===== src/rtl/el2_soc_pkg.sv =====
// el2_soc_pkg: register word offsets, CTRL bit positions and AHB transfer encodings
package el2_soc_pkg;
    localparam logic [2:0] A_CTRL   = 3'd0;
    localparam logic [2:0] A_RELOAD = 3'd1;
    localparam logic [2:0] A_VALUE  = 3'd2;
    localparam logic [2:0] A_STATUS = 3'd3;
    localparam logic [2:0] A_MODE   = 3'd4;
    localparam logic [2:0] A_PEND   = 3'd5;
    localparam logic [2:0] A_MASK   = 3'd6;
    localparam int CTRL_EN      = 0;
    localparam int CTRL_TICKINT = 1;
    localparam int CTRL_AUTO    = 2;
    localparam logic [1:0] HTRANS_NONSEQ = 2'b10;
    localparam logic [1:0] HTRANS_SEQ    = 2'b11;
endpackage


===== src/rtl/el2_irq_sync_edge.sv =====
// el2_irq_sync_edge: one IRQ channel - synchroniser, rise detect and level/edge pending latch
module el2_irq_sync_edge #(
    parameter int SYNC_STAGES = 2
) (
    input  logic i_clk,
    input  logic i_rst,
    input  logic i_irq,
    input  logic i_edge,
    input  logic i_w1c,
    output logic o_pend,
    output logic o_pend_nxt
);
    logic [SYNC_STAGES-1:0] r_sync;
    logic                   r_hist;
    logic                   w_rise;

    assign w_rise     = r_sync[SYNC_STAGES-1] & ~r_hist;
    assign o_pend_nxt = i_edge ? (w_rise | (o_pend & ~i_w1c)) : r_sync[SYNC_STAGES-1];

    always_ff @(posedge i_clk) begin
        if (i_rst) begin
            r_sync <= '0;
            r_hist <= 1'b0;
            o_pend <= 1'b0;
        end else begin
            r_sync <= {r_sync[SYNC_STAGES-2:0], i_irq};
            r_hist <= r_sync[SYNC_STAGES-1];
            o_pend <= o_pend_nxt;
        end
    end
endmodule


===== src/rtl/el2_soc_irq_systick.sv =====
// el2_soc_irq_systick: AHB-Lite register slave with SysTick timer and conditioned external IRQs
module el2_soc_irq_systick
    import el2_soc_pkg::*;
#(
    parameter int NUM_IRQ     = 15,
    parameter int DIV_W       = 24,
    parameter int CNT_W       = 24,
    parameter int SYNC_STAGES = 2
) (
    input  logic               HCLK,
    input  logic               HRESET,
    input  logic               HSEL,
    input  logic [31:0]        HADDR,
    input  logic [1:0]         HTRANS,
    input  logic               HWRITE,
    input  logic [2:0]         HSIZE,
    input  logic [31:0]        HWDATA,
    input  logic               HREADY,
    output logic               HREADYOUT,
    output logic [31:0]        HRDATA,
    output logic               HRESP,
    input  logic [NUM_IRQ-1:0] IRQ,
    input  logic [DIV_W-1:0]   SYSTICKCLKDIV,
    output logic               timer_int,
    output logic [NUM_IRQ-1:0] extintsrc_req
);
    logic               r_wr;
    logic [2:0]         r_addr;
    logic [2:0]         r_ctrl, w_ctrl_nxt;
    logic [CNT_W-1:0]   r_reload, w_reload_nxt, r_value, w_value_nxt;
    logic [DIV_W-1:0]   r_presc, w_presc_nxt;
    logic               r_flag, w_flag_nxt, r_expired, w_expired_nxt;
    logic [NUM_IRQ-1:0] r_mode, w_mode_nxt, r_mask, w_mask_nxt;
    logic [NUM_IRQ-1:0] w_pend, w_pend_nxt, w_pend_w1c;
    logic               w_sel, w_tick, w_zero, w_set;
    logic               w_wr_ctrl, w_wr_reload, w_wr_value, w_wr_status, w_wr_mode, w_wr_pend, w_wr_mask;
    logic [31:0]        w_rdata;
    logic               w_unused;

    assign HREADYOUT = 1'b1;
    assign HRESP     = 1'b0;
    assign w_unused  = ^{HSIZE, HADDR[31:5], HADDR[1:0], HWDATA};

    assign w_sel       = HSEL & HREADY & (HTRANS == HTRANS_NONSEQ || HTRANS == HTRANS_SEQ);
    assign w_wr_ctrl   = r_wr && r_addr == A_CTRL;
    assign w_wr_reload = r_wr && r_addr == A_RELOAD;
    assign w_wr_value  = r_wr && r_addr == A_VALUE;
    assign w_wr_status = r_wr && r_addr == A_STATUS;
    assign w_wr_mode   = r_wr && r_addr == A_MODE;
    assign w_wr_pend   = r_wr && r_addr == A_PEND;
    assign w_wr_mask   = r_wr && r_addr == A_MASK;

    assign w_tick = r_ctrl[CTRL_EN] && r_presc == SYSTICKCLKDIV;
    assign w_zero = r_value == '0;
    // One-shot mode flags only once at zero until VALUE is rewritten
    assign w_set  = w_tick & ~w_wr_value & w_zero & (r_ctrl[CTRL_AUTO] | ~r_expired);

    assign w_ctrl_nxt    = w_wr_ctrl ? HWDATA[2:0] : r_ctrl;
    assign w_reload_nxt  = w_wr_reload ? HWDATA[CNT_W-1:0] : r_reload;
    assign w_mode_nxt    = w_wr_mode ? HWDATA[NUM_IRQ-1:0] : r_mode;
    assign w_mask_nxt    = w_wr_mask ? HWDATA[NUM_IRQ-1:0] : r_mask;
    assign w_presc_nxt   = (!r_ctrl[CTRL_EN] || w_tick) ? '0 : r_presc + DIV_W'(1);
    assign w_value_nxt   = w_wr_value ? r_reload :
                           !w_tick ? r_value :
                           !w_zero ? r_value - CNT_W'(1) :
                           r_ctrl[CTRL_AUTO] ? r_reload : r_value;
    assign w_expired_nxt = w_wr_value ? 1'b0 : (w_tick & w_zero & ~r_ctrl[CTRL_AUTO]) | r_expired;
    assign w_flag_nxt    = w_set | (r_flag & ~w_wr_value & ~(w_wr_status & HWDATA[0]));
    assign w_pend_w1c    = {NUM_IRQ{w_wr_pend}} & HWDATA[NUM_IRQ-1:0];

    for (genvar i = 0; i < NUM_IRQ; i++) begin : g_irq
        el2_irq_sync_edge #(.SYNC_STAGES(SYNC_STAGES)) u_ch (
            .i_clk      (HCLK),
            .i_rst      (HRESET),
            .i_irq      (IRQ[i]),
            .i_edge     (r_mode[i]),
            .i_w1c      (w_pend_w1c[i]),
            .o_pend     (w_pend[i]),
            .o_pend_nxt (w_pend_nxt[i])
        );
    end

    // Reads sample post-commit values so a write followed by a read is forwarded
    always_comb begin
        w_rdata = '0;
        case (HADDR[4:2])
            A_CTRL:   w_rdata[2:0] = w_ctrl_nxt;
            A_RELOAD: w_rdata[CNT_W-1:0] = w_reload_nxt;
            A_VALUE:  w_rdata[CNT_W-1:0] = w_value_nxt;
            A_STATUS: w_rdata[0] = w_flag_nxt;
            A_MODE:   w_rdata[NUM_IRQ-1:0] = w_mode_nxt;
            A_PEND:   w_rdata[NUM_IRQ-1:0] = w_pend_nxt;
            A_MASK:   w_rdata[NUM_IRQ-1:0] = w_mask_nxt;
            default:  w_rdata = '0;
        endcase
    end

    always_ff @(posedge HCLK) begin
        if (HRESET) begin
            r_wr          <= 1'b0;
            r_addr        <= '0;
            r_ctrl        <= '0;
            r_reload      <= '0;
            r_value       <= '0;
            r_presc       <= '0;
            r_flag        <= 1'b0;
            r_expired     <= 1'b0;
            r_mode        <= '0;
            r_mask        <= '0;
            HRDATA        <= '0;
            timer_int     <= 1'b0;
            extintsrc_req <= '0;
        end else begin
            r_wr          <= w_sel & HWRITE;
            r_addr        <= HADDR[4:2];
            r_ctrl        <= w_ctrl_nxt;
            r_reload      <= w_reload_nxt;
            r_value       <= w_value_nxt;
            r_presc       <= w_presc_nxt;
            r_flag        <= w_flag_nxt;
            r_expired     <= w_expired_nxt;
            r_mode        <= w_mode_nxt;
            r_mask        <= w_mask_nxt;
            HRDATA        <= (w_sel & ~HWRITE) ? w_rdata : '0;
            timer_int     <= r_flag & r_ctrl[CTRL_TICKINT];
            extintsrc_req <= w_pend & r_mask;
        end
    end
endmodule

===== config.mk =====
export PLATFORM = sky130hd
export DESIGN_NAME = el2_soc_irq_systick
export DESIGN_NICKNAME = d
export VERILOG_FILES = /design/src/rtl/el2_soc_pkg.sv /design/src/rtl/el2_irq_sync_edge.sv /design/src/rtl/el2_soc_irq_systick.sv
export SDC_FILE = /design/constraint.sdc
export NUM_CORES = 1
export LEC_CHECK = 0
export BUFFER_PORTS_ARGS = -buffer_cell sky130_fd_sc_hd__buf_2
export CAP_MARGIN = 20
export CORE_MARGIN = 1
export CORE_UTILIZATION = 60
export CTS_CLUSTER_SIZE = 14
export DETAILED_ROUTE_END_ITERATION = 6
export HOLD_SLACK_MARGIN = 0.15
export PLACE_DENSITY = 0.88
export SLEW_MARGIN = 20
export SYNTH_ARGS = -nofsm -noshare
export SYNTH_HDL_FRONTEND = slang
export SYNTH_SLANG_ARGS = --single-unit

===== constraint.sdc =====
create_clock -name HCLK -period 4 [get_ports HCLK]
set_input_delay 0.8 -clock HCLK [delete_from_list [all_inputs] [get_ports HCLK]]
set_output_delay 0.8 -clock HCLK [all_outputs]
set_load 0.05 [all_outputs]

==> impl_metrics.ini, run 1 <==
[cts]
ctsResizeCount = 0
h-tree-depth = 1
clock_latency_ps = 530
post-cts-setup-buffers = 0
cts_root_buf = clkbuf_16
cts_buffer_depth = 3
clk_pin_slew_ps = 60
cts-hold-fix-buffers = 0
cts_sinks = 211
cts_tree = built
cts_buffers = 22

[place]
pre_cts_ws_ps = 525
dp.cells = 1226
io_buffers = 111
dpl.hpwl_mm = 14.6
gp_congestion = 0.977

[logic_synthesis]
synthMuxAreaShare_pct = 6.39
synthesis.area_um2 = 8850
synth-async-reset-ratio_pct = 0
synth_edf_count = 0
yosysWarningCount = 0
synth_top_family_by_area = simple AND/OR/NAND/NOR gates
yosysSeqAreaShare_pct = 47.7
synth_fa_ha_area_share_pct = 0.283
synth-xor-area-share_pct = 4.45
netlist_instances = 973
ys_ff_latch = 211
synth.area.top_cells = dfxtp_1 48%, nor2_1 6.6%, mux2i_1 5.9%
yosys.area.top_type = dfxtp_1
syn_area_per_cell_um2 = 9.09
synth-main-ff-cell = dfxtp_1
synth_top_area_share_pct = 47.7
ys_types = 74
synth_compound_area_share_pct = 13.7
yosys.area_share.simple_pct = 23.5

[timing]
fmax_mhz = 326
setup_ws_ps = 937
finalHoldViolCount = 0
period_share_pct = 76.6
rsz0062_at_grt = no
tightest_slew_ps = 1090
setup_viol = 0
timing.final.crit_period_ps = 3060
max_slew_margin_pct = 27.0
finalSetupTns_ps = 0
drv_slew = 0
skew_ps = 25.5

[grt]
grt_pass1_vias = 7101
grt-ovfl-total = 0
grt_usage_pct = 28.8
grt_pass1_wl_mm = 34.7
grt_max_degree = 108
antenna_found_initial = 0

[cells_and_area]
n_antenna_cell = 0
fin_nets = 1181
final_cell_mix = 211 x dfxtp_1, 154 x nor2_1, 110 x buf_2
layout_commonest_cell = dfxtp_1
area_growth_pct = 15.8
nFillCells = 1079
drive_above_1_share_pct = 17.2
layout.cells.non_filler = 1266

[drt]
route.detailed.drc = 0
drtPass1Iterations = 5
viasPerCell = 6.04
drt.antenna.violating_nets = 0
drt_iter0_drc = 706
num_vias = 7645
drt-total-wl_mm = 21.8
wl_per_cell_um = 17.3

[die]
placement_rows = 44
dieArea_um2 = 15200
start_util_pct = 61.1
io_pins = 163
die_y_um = 123
core_um2 = 14500
die_w_um = 123

[run]
drv_cap = 0

[pwr]
ir_worst_vdd_v = 0.000371
leakage_uw = 0.00421
power_density_nw_per_um2 = 431
power_uw = 4420

[worst_setup_path]
r2r_cells = 8
endpoint = HRDATA[22]
end_kind = flop
rr_endpoint = HRDATA[22]
path_class = flop to flop
cp-start-kind = flop
r2r_setup_slack_ps = 940
arrival_ps = 3440
crit_fanout = 10
critPathRequiredTime_ps = 4380
setup.worst_path.start = r_value[0]
r2r_start = r_value[0]

[min_path]
hold_path_class = flop to flop

[outcome]
outcome = complete, no violations
==> layout make-up <==
class                      instances  area, µm²  share of cell area, %
tap                              184        230                   2.25
clock buffer                      32        658                   6.42
inverter                          11       41.3                  0.403
timing repair buffer             126        671                   6.54
sequential                       211       4220                   41.2
clock inverter                     8       98.8                  0.965
multi-input combinational        694       4320                   42.2
==> power by group <==
| group | internal (µW) | switching (µW) |
|---|---|---|
| combinational | 70.9 | 132 |
| clock | 1220 | 856 |
| sequential | 2130 | 13.7 |
| total | 3420 | 1000 |
==> stage by stage <==
stage / instance area, µm² / hold slack, ps / utilization [%]
final: 10200 / 432 / 70.8
after floorplan: 8880 / 414 / -
after global placement: 9490 / 417 / 65.5
after detailed placement: 9490 / 423 / 65.5
after CTS: 10200 / 436 / 70.8
after global routing: 10200 / 451 / 70.8
==> worst min-delay path by stage <==
stage,start,end,slack (ps),depth (start not counted)
2_1_floorplan,g_irq[0].u_ch.r_sync[0],g_irq[0].u_ch.r_sync[1],410,1
3_3_place_gp,g_irq[10].u_ch.r_sync[0],g_irq[10].u_ch.r_sync[1],420,1
3_5_place_dp,g_irq[1].u_ch.r_sync[0],g_irq[1].u_ch.r_sync[1],420,1
4_1_cts,g_irq[1].u_ch.r_sync[0],g_irq[1].u_ch.r_sync[1],440,1
5_1_grt,g_irq[2].u_ch.r_sync[0],g_irq[2].u_ch.r_sync[1],450,1
6_report,g_irq[1].u_ch.r_sync[0],g_irq[1].u_ch.r_sync[1],430,1
==> cells in the mapped netlist, types with 4 or more instances <==
| library cell | n |
|---|---|
| nor2b_1 | 50 |
| o21ai_1 | 5 |
| o31ai_1 | 5 |
| mux2i_1 | 52 |
| clkbuf_1 | 44 |
| and3_1 | 22 |
| inv_1 | 11 |
| buf_4 | 10 |
| o21ai_0 | 7 |
| nand3b_1 | 5 |
| nor4_1 | 11 |
| nand2_1 | 71 |
| o32ai_1 | 9 |
| nor2_1 | 155 |
| mux2_2 | 4 |
| a32oi_1 | 17 |
| or4_1 | 4 |
| nand4_1 | 9 |
| o21a_1 | 4 |
| nor4b_1 | 4 |
| or3_1 | 12 |
| o22ai_1 | 49 |
| xor2_1 | 30 |
| buf_2 | 8 |
| dfxtp_1 | 211 |
| nand3_1 | 17 |
| nor3_1 | 29 |
| xnor2_1 | 15 |
| a21oi_1 | 26 |
==> cell families (layout without fill, tap and decap cells) <==
| group | count (synthesis) | count (layout) |
|---|---|---|
| other cells | 2 | 10 |
| compound gates | 168 | 168 |
| simple gates | 413 | 413 |
| fa+ha+maj | 2 | 2 |
| flops | 211 | 211 |
| buf+inv | 76 | 177 |
| xor+xnor | 45 | 45 |
| mux | 56 | 56 |
==> critical path: stages (launching register included) <==
cell and delay [ps]:
dfxtp_1 370, inv_1 100, ha_1 240, nor4b_4 360
nand4_2 270, or4_1 760, o21a_1 420, o32ai_1 290
o22ai_1 130
==> layer usage <==
| layer | up-vias | global-route usage, % | share of wire (%) |
|---|---|---|---|
| li1 | 3632 | - | - |
| met1 | 3606 | 37.5 | 42 |
| met2 | 365 | 48.0 | 47 |
| met3 | 42 | 5.40 | 8.9 |
| met4 | 0 | 9.26 | 1.9 |
| met5 | - | 0 | 0 |
==> registers in the layout, summed over array words and instances (netlist names) <==
| name | cells |
|---|---|
| HRDATA | 24 |
| extintsrc_req | 15 |
| g_irq.u_ch.o_pend | 15 |
| g_irq.u_ch.r_hist | 15 |
| g_irq.u_ch.r_sync | 30 |
| r_addr | 3 |
| r_ctrl | 3 |
| r_expired | 1 |
| r_flag | 1 |
| r_mask | 15 |
| r_mode | 15 |
| r_presc | 24 |
| r_reload | 24 |
| r_value | 24 |
| r_wr | 1 |
| timer_int | 1 |
(Power assumes the default switching activity.)
==> run 2: changes to the inputs <==
- CORE_UTILIZATION: 60 -> 56
- PLACE_DENSITY: 0.88 -> 0.83
- clock period: 4 -> 2.9 ns (I/O delays scaled with it)
==> run 2 against run 1 <==
  * Worst setup slack got worse by 820 ps
  * Clock skew fell by 14 ps
  * Hold slack got worse by 160 ps
==> impl_metrics.ini, run 2 (synthesis gave the netlist of run 1 again) <==
[outcome]
outcome = complete, no violations

[grt]
grt-ovfl-total = 0
grt_max_degree = 90
grt_pass1_wl_mm = 36.2
grt_usage_pct = 27.6
grt_pass1_vias = 7365
antenna_found_initial = 0

[die]
dieArea_um2 = 16300
die_y_um = 128
die_w_um = 128
io_pins = 163
core_um2 = 15300
placement_rows = 45
start_util_pct = 57.8

[min_path]
hold_depth = 2
hold_path_class = input port to flop
holdPathEnd = g_irq[7].u_ch.r_sync[0]
hold_start = IRQ[7]

[timing]
timing.final.crit_period_ps = 2780
skew_ps = 11.8
setup_viol = 0
setup_ws_ps = 122
drv_slew = 0
finalSetupTns_ps = 0
rsz0062_at_grt = no
tightest_slew_ps = 895
fmax_mhz = 360
finalHoldViolCount = 0
max_slew_margin_pct = 40.3
period_share_pct = 95.8

[drt]
routed.top_layer = met4
route.detailed.drc = 0
drtPass1Iterations = 5
viasPerCell = 5.81
drt-total-wl_mm = 22.3
wl_met2_mm = 10.4
wl_per_cell_um = 16.9
drt-met1-wl_mm = 9.85
drt.antenna.violating_nets = 0
num_vias = 7684
drt_iter0_drc = 676
wl_met3_mm = 1.53

[worst_setup_path]
critPathRequiredTime_ps = 3340
path_class = flop to flop
r2r_setup_slack_ps = 120
setup.worst_path.start = r_presc[13]
cp-start-kind = flop
crit_fanout = 12
r2r_cells = 9
r2r_start = r_presc[13]
arrival_ps = 3210
rr_endpoint = HRDATA[8]
end_kind = flop

[place]
pre_cts_ws_ps = -87.4
dpl.hpwl_mm = 15.0
dpl-instance-area_um2 = 9770
gp_congestion = 0.903
io_buffers = 111

[cells_and_area]
n_antenna_cell = 0
drive_above_1_share_pct = 19.2
largest_register_ff_count = 30
largest_register = g_irq.u_ch.r_sync
layout_commonest_cell = dfxtp_1
fin_nets = 1212
area_growth_pct = 18.7
final_cell_mix = 211 x dfxtp_1, 154 x nor2_1, 110 x buf_2
nFillCells = 1230
final_area_um2 = 10500

[pwr]
leakage_uw = 0.00435
power_density_nw_per_um2 = 579
ir_worst_vdd_v = 0.000498
power_uw = 6080

[cts]
cts_root_buf = clkbuf_16
clk_pin_slew_ps = 70
cts-hold-fix-buffers = 0
clock_latency_ps = 510
cts_buffer_depth = 3
cts_buffers = 22
cts_tree = built
h-tree-depth = 1
cts_sinks = 211

[run]
drv_cap = 0
[run 2: cell types whose count changed in the layout (fill, tap and decap cells not counted), sizes merged]
cell	change
bufinv	+1
clkbuf	+2
buf	+31
inv	-1
clkinvlp	-2
clkinv	-1
[run 2: critical path: stages, from the launching register on]
cell       delay [ps]
dfxtp_1           370
xor2_1            180
nor4_1            400
buf_4             180
nand4_2           130
or2_2             490
buf_4             200
o41ai_1           400
a2bb2oi_1         170
o22ai_1           180
[run 2: routing by layer]
metal  GRT usage (%)  vias up
met2            45.7      322
met4            9.13        0
li1                -     3689
met3            4.97       53
met1            36.4     3620
met5               0        -
[run 2: stage by stage]
step                      hold WS [ps]  instances  util [%]
after floorplan                    414        981         -
after global placement             417       1284      63.8
after detailed placement           422       1284      63.8
after CTS                          267       1323      68.6
after global routing               264       1323      68.6
final                              274       1323      68.6
[run 2: how the worst max path moves through the flow]
| stage | slack [ps] | to | cells after the start |
|---|---|---|---|
| after global routing | 10 | HRDATA[8] | 9 |
| final | 120 | HRDATA[8] | 9 |
| after detailed placement | -90 | r_value[20] | 9 |
| after global placement | -90 | HRDATA[20] | 9 |
| after floorplan | 380 | HRDATA[20] | 9 |
| after CTS | 150 | HRDATA[8] | 9 |
[run 2: what timing repair did]
item / 4_1_cts / 5_1_grt
setup buffers: 0 / 0
hold endpoints to repair: 0 / 0
resized for setup: 0 / 1
setup endpoints to repair: 0 / 1
[run 2: power breakdown]
group          switching, µW  internal, µW  leakage [µW]  total, µW
Clock                   1130          1710      0.000358       2840
Combinational            182           105       0.00228        287
Sequential              17.8          2930       0.00171       2950
[run 2: final cells by class]
type	instances	area, µm²	area share, %
Sequential cell	211	4220	40.2
Timing Repair Buffer	157	916	8.72
Multi-Input combinational cell	694	4320	41.2
Clock buffer	34	646	6.15
Tap cell	211	264	2.51
Clock inverter	5	86.3	0.822
Inverter	11	41.3	0.393
